<file path="config.mk">
export PLATFORM = sky130hd
export DESIGN_NAME = mul_div_unit
export DESIGN_NICKNAME = d
export VERILOG_FILES = /design/src/rtl/cpuDefine.sv /design/src/rtl/div_iter.sv /design/src/rtl/mul_div_unit.sv
export SDC_FILE = /design/constraint.sdc
export NUM_CORES = 2
export LEC_CHECK = 0
export ABC_AREA = 1
export CAP_MARGIN = 20
export CORE_ASPECT_RATIO = 1.1
export CORE_MARGIN = 1
export CORE_UTILIZATION = 65
export DETAILED_ROUTE_END_ITERATION = 7
export HOLD_SLACK_MARGIN = 0.15
export PLACE_DENSITY = 0.83
export SYNTH_ARGS = -nofsm -noshare
export SYNTH_HDL_FRONTEND = slang
export SYNTH_SLANG_ARGS = --single-unit
</file>
<file path="constraint.sdc">
create_clock -name clk -period 12.4 [get_ports clk]
set_input_delay 2.48 -clock clk [delete_from_list [all_inputs] [get_ports clk]]
set_output_delay 2.48 -clock clk [all_outputs]
set_load 0.02 [all_outputs]
</file>
<file path="src/rtl/cpuDefine.sv">
// rtl/cpuDefine.sv - shared datapath types, ALU op encodings and mul/div FSM states
package cpuDefine;

  typedef logic [31:0] DType;

  typedef enum logic [3:0] {
    ALU_ADD   = 4'd0,
    ALU_SUB   = 4'd1,
    ALU_AND   = 4'd2,
    ALU_OR    = 4'd3,
    ALU_XOR   = 4'd4,
    ALU_SLL   = 4'd5,
    ALU_SRL   = 4'd6,
    ALU_SRA   = 4'd7,
    ALU_MUL   = 4'd8,
    ALU_MULH  = 4'd9,
    ALU_MULHU = 4'd10,
    ALU_DIV   = 4'd11,
    ALU_MOD   = 4'd12,
    ALU_DIVU  = 4'd13,
    ALU_MODU  = 4'd14
  } AluCtrl;

  typedef enum logic [1:0] {
    IDLE = 2'd0,
    MUL  = 2'd1,
    DIV  = 2'd2,
    DONE = 2'd3
  } MdState;

  localparam logic [4:0] DIV_CNT_MAX = 5'd31;

  function automatic logic is_mul_op(input AluCtrl op);
    return (op == ALU_MUL) || (op == ALU_MULH) || (op == ALU_MULHU);
  endfunction

  function automatic logic is_div_op(input AluCtrl op);
    return (op == ALU_DIV) || (op == ALU_MOD) || (op == ALU_DIVU) || (op == ALU_MODU);
  endfunction

  function automatic logic is_signed_div(input AluCtrl op);
    return (op == ALU_DIV) || (op == ALU_MOD);
  endfunction

  function automatic logic is_rem_op(input AluCtrl op);
    return (op == ALU_MOD) || (op == ALU_MODU);
  endfunction

endpackage

</file>
<file path="src/rtl/div_iter.sv">
// rtl/div_iter.sv - restoring radix-2 divider datapath, one quotient bit per step
module div_iter
  import cpuDefine::*;
(
  input  logic       clk,
  input  logic       rst_n,
  input  logic       load,
  input  logic       step,
  input  DType       dividend,
  input  DType       divisor,
  output logic [4:0] count,
  output DType       quot_nxt,
  output DType       rem_nxt
);

  DType        quot;
  DType        rem;
  logic [32:0] rem_sh;
  logic        fits;
  DType        sub;

  // The quotient register doubles as the dividend shifter; its MSB feeds the remainder.
  always_comb begin
    rem_sh   = {rem, quot[31]};
    fits     = rem_sh >= {1'b0, divisor};
    sub      = rem_sh[31:0] - divisor;
    rem_nxt  = fits ? sub : rem_sh[31:0];
    quot_nxt = {quot[30:0], fits};
  end

  always_ff @(posedge clk) begin
    if (!rst_n) begin
      quot  <= '0;
      rem   <= '0;
      count <= '0;
    end else if (load) begin
      quot  <= dividend;
      rem   <= '0;
      count <= DIV_CNT_MAX;
    end else if (step) begin
      quot <= quot_nxt;
      rem  <= rem_nxt;
      if (count != 5'd0) count <= count - 5'd1;
    end
  end

endmodule

</file>
<file path="src/rtl/mul_div_unit.sv">
// rtl/mul_div_unit.sv - single-issue multiply/divide unit with valid/ready request and response
module mul_div_unit
  import cpuDefine::*;
#(
  parameter int DIV_EARLY_OUT = 1
) (
  input  logic   clk,
  input  logic   rst_n,
  input  logic   req_valid,
  output logic   req_ready,
  input  AluCtrl req_op,
  input  DType   req_src1,
  input  DType   req_src2,
  input  logic   flush,
  output logic   resp_valid,
  input  logic   resp_ready,
  output DType   resp_data
);

  MdState      state, state_nxt;
  AluCtrl      op_q;
  DType        src1_q, src2_q;
  logic        accept;
  logic        div_sgn_in;
  DType        mag1, mag2;
  logic [4:0]  count;
  DType        quot_nxt, rem_nxt;
  logic        early;
  logic        mul_sgn;
  logic [63:0] mul_a, mul_b, prod;
  DType        mul_res, div_res;
  logic        neg_q, neg_r;

  assign req_ready  = (state == IDLE);
  assign resp_valid = (state == DONE);
  assign accept     = req_ready && req_valid && !flush;

  assign div_sgn_in = is_signed_div(req_op);
  assign mag1 = (div_sgn_in && req_src1[31]) ? -req_src1 : req_src1;
  assign mag2 = (div_sgn_in && req_src2[31]) ? -req_src2 : req_src2;

  div_iter u_div_iter (
    .clk      (clk),
    .rst_n    (rst_n),
    .load     (accept && is_div_op(req_op)),
    .step     (state == DIV),
    .dividend (mag1),
    .divisor  (mag2),
    .count    (count),
    .quot_nxt (quot_nxt),
    .rem_nxt  (rem_nxt)
  );

  assign early = (DIV_EARLY_OUT != 0) && ((src1_q == '0) || (src2_q == '0));

  always_comb begin
    state_nxt = state;
    unique case (state)
      IDLE: if (accept) begin
        if (is_mul_op(req_op))      state_nxt = MUL;
        else if (is_div_op(req_op)) state_nxt = DIV;
        else                        state_nxt = DONE;
      end
      MUL:  state_nxt = DONE;
      DIV:  if (early || count == 5'd0) state_nxt = DONE;
      DONE: if (resp_ready) state_nxt = IDLE;
    endcase
    if (flush) state_nxt = IDLE;
  end

  // Sign-extending both operands to 64 bits lets one modular multiply serve signed and unsigned ops.
  always_comb begin
    mul_sgn = (op_q == ALU_MULH);
    mul_a   = {{32{mul_sgn & src1_q[31]}}, src1_q};
    mul_b   = {{32{mul_sgn & src2_q[31]}}, src2_q};
    prod    = mul_a * mul_b;
    mul_res = (op_q == ALU_MUL) ? prod[31:0] : prod[63:32];
  end

  always_comb begin
    neg_q = is_signed_div(op_q) && (src1_q[31] ^ src2_q[31]);
    neg_r = is_signed_div(op_q) && src1_q[31];
    if (src2_q == '0)      div_res = is_rem_op(op_q) ? src1_q : '1;
    else if (src1_q == '0) div_res = '0;
    else if (is_rem_op(op_q)) div_res = neg_r ? -rem_nxt : rem_nxt;
    else                   div_res = neg_q ? -quot_nxt : quot_nxt;
  end

  always_ff @(posedge clk) begin
    if (!rst_n) begin
      state     <= IDLE;
      op_q      <= ALU_ADD;
      src1_q    <= '0;
      src2_q    <= '0;
      resp_data <= '0;
    end else begin
      state <= state_nxt;
      if (accept) begin
        op_q   <= req_op;
        src1_q <= req_src1;
        src2_q <= req_src2;
        if (!is_mul_op(req_op) && !is_div_op(req_op)) resp_data <= '0;
      end
      if (state == MUL) resp_data <= mul_res;
      else if (state == DIV && state_nxt == DONE) resp_data <= div_res;
    end
  end

endmodule
</file>
==> impl_metrics.yaml <==
placed_design:
  place_inst: 7849
  port_buffers: 106
  placed_cell_area_sq_um: 53700
  place_congestion: 1.10
  hpwl_mm: 133
sta:
  setup_viol: 0
  fin_skew_ps: 11.2
  rsz0062_at_grt: "no"
  finalCriticalPeriod_ps: 9590
  slew_headroom_pct: 22.6
  setup_tns_ps: 0
  min_period_over_period_pct: 77.4
  worstMarginPinSlew_ps: 1160
  max_clock_freq_ghz: 0.104
  finalHoldViolations: 0
  finalMaxSlewViolations: 0
route:
  via_count: 45940
  drt-total-wl_mm: 167
  dr.pass1.iters: 6
  wire_per_inst_um: 21.1
  drc: 0
  first_iter_violations: 4563
  drtAntennaViolNets: 0
  vias_per_cell: 5.82
clock_network:
  cts_resized: 0
  cts-root-buf: "clkbuf_16"
  cts_tree: "built"
  post-cts-setup-buffer-count: 0
  numCtsBuffers: 17
  clk_latency_ps: 450
  cts.sinks: 171
  clkTransAtPathRegs_ps: 70
  htreeDepth: 4
  cts_hold_buf: 0
  cts_max_path_buffers: 2
die:
  initial_core_util_pct: 65.8
  design.core.area_sq_um: 79100
  die_w_um: 272
  io_pins: 107
  die_area_sq_um: 81200
  row_count: 108
  die_y_um: 299
run_status:
  outcome: "finished clean"
power:
  p_int_mw: 1.60
  p_sw_mw: 1.82
  power_frac_comb_pct: 65.6
  sw_frac_of_total_pct: 53.2
  seq_power_share_pct: 19.0
  finalPower_mw: 3.43
  pwr-share-clk_pct: 15.4
  power_density_nw_per_um2: 63.1
  vdd_ir_drop_max_mv: 0.0985
  p_leak_nw: 27.5
worst_setup_path:
  required_ps: 12700
  start_kind: "flip-flop"
  critPathMaxStageDelay_ps: 920
  crit_fanout: 25
  crit_slowest_cell: "fa_1"
  critPathKind: "reg -> reg"
  crit_arrival_ps: 9890
  path_common_cell: "fa_1"
  end_kind: "flip-flop"
grt:
  globalRouteOverflowTotal: 0
  track_usage_pct: 42.2
  grt_max_degree: 95
  antenna_found_initial: 5
  grt_pass1_vias: 47679
  grt_pass1_wl_mm: 261
synth:
  postSynth.asyncResetShare_pct: 0
  syn_nets: 8413
  ys_ff_latch: 171
  synth_warnings: 0
  synth-edff-count: 0
  avgSynthCellArea_sq_um: 7.47
  ys_seq_area_share_pct: 6.58
  synth_cells: 6963
  ys_types: 59
  syn-cell-area_sq_um: 52000
  synth_ff_type: "dfxtp_1"
final_layout:
  areaGrowthSynthToFinish_pct: 4.49
  nFillCells: 6438
  final_cells: 7888
  fin_nets: 8275
  stdcell_area_sq_um: 54400
  postLayoutCoreUtil_pct: 68.8
  drive_gt1_share_pct: 3.32
flow_run:
  max_cap_viol_count: 0
min_path:
  hold_class: "reg -> reg"
-- synth_stat cells (all sizes together) (27+ instances only) --
cell type     n  share of area [%]
nor3         42               0.42
dfxtp       171                6.6
clkbuf      337                2.4
a31oi        57               0.69
inv        1791                 13
nand3       182                1.8
a21oi       310                3.0
nand4        27               0.32
xor2         61                1.0
nor2        342                2.6
nand2      1733                 13
xnor2        34               0.57
o21ai       318                3.1
fa         1126                 43
nor4         27               0.34
ha          251                6.0
-- placed cells by master, fill, tap and decap left out, drive strengths merged, types with 4 or more instances in the layout --
cell           count
nand3b            13
fa              1126
nand4             27
o21bai            19
nand2           1733
ha               251
xor2              61
o21ai            318
dfxtp            171
or2               21
nand3            182
a21boi             5
clkbuf            20
xnor2             34
clkinvlp           4
nor3              42
clkinv             5
o211ai            18
nor2             342
a21o              11
a221oi             6
buf              101
diode              5
a31oi             57
nor4              27
o21a               4
o31ai              5
and3               4
a21oi            310
inv             1796
clkdlybuf4s50    105
-- worst paths after layout --
| kind | from | end | slack, ps | cells after the start |
|---|---|---|---|---|
| max | src1_q[31] | resp_data[29] | 2810 | 28 |
| min | u_div_iter.count[4] | u_div_iter.count[4] | 480 | 2 |
| max reg2reg | src1_q[31] | resp_data[29] | 2810 | 28 |
| min reg2reg | u_div_iter.count[4] | u_div_iter.count[4] | 480 | 2 |
-- power groups by stage --
| stage | combinational [mW] | clock [mW] | sequential, mW |
|---|---|---|---|
| after global routing | 2.47 | 0.550 | 0.649 |
| after detailed placement | 2.18 | 0 | 0.659 |
| after CTS | 2.21 | 0.527 | 0.647 |
| final | 2.25 | 0.528 | 0.650 |
| after global placement | 2.15 | 0 | 0.658 |
| after floorplan | 1.47 | 0 | 0.619 |
-- flip-flops by register name, summed over array words and instances, names as in the netlist --
| register | flops |
|---|---|
| op_q | 4 |
| resp_data | 32 |
| src1_q | 32 |
| src2_q | 32 |
| state | 2 |
| u_div_iter.count | 5 |
| u_div_iter.quot | 32 |
| u_div_iter.rem | 32 |
-- metal layers --
metal	GRT usage [%]	part of all wire (%)	vias up
li1	-	-	20054
met2	68.7	47	2756
met4	24.8	7.0	4
met3	8.95	11	728
met5	0	0.014	-
met1	52.1	35	22398
-- through the flow --
step / worst slack, ps / hold WS, ps
finish: 2810 / 478
global route: 2200 / 498
CTS: 3000 / 477
detailed placement: 2660 / 467
global placement: 2800 / 457
floorplan: 4530 / 445
-- worst max-delay path: cells and delay by family (launching register included) --
| family | cells | cell delay, ps |
|---|---|---|
| adder cells (fa/ha/maj) | 9 | 4760 |
| AO/OA/AOI/OAI | 8 | 1780 |
| buffers and inverters | 7 | 1460 |
| flip-flops | 1 | 780 |
| AND/OR/NAND/NOR | 4 | 620 |
-- logic make-up (layout without fill, tap and decap cells) --
logic type | Yosys count | count (layout) | synth area share, %
other cells | 0 | 5 | 0
simple gates | 2396 | 2396 | 18.7
compound gates | 767 | 767 | 8.02
buf+inv | 2157 | 2032 | 15.7
xor+xnor | 95 | 95 | 1.60
flops | 171 | 171 | 6.58
fa+ha+maj | 1377 | 1377 | 49.4
-- cell type report --
class	count	area, sq um	share of cell area (%)
Antenna cell	5	12.5	0.0230
Multi-Input combinational cell	4635	40500	74.4
Tap cell	1045	1310	2.41
Timing Repair Buffer	206	1860	3.42
Inverter	1794	6730	12.4
Clock inverter	12	116	0.214
Clock buffer	20	437	0.803
Sequential cell	171	3420	6.30
No activity file was read; power rests on OpenSTA's default activity.
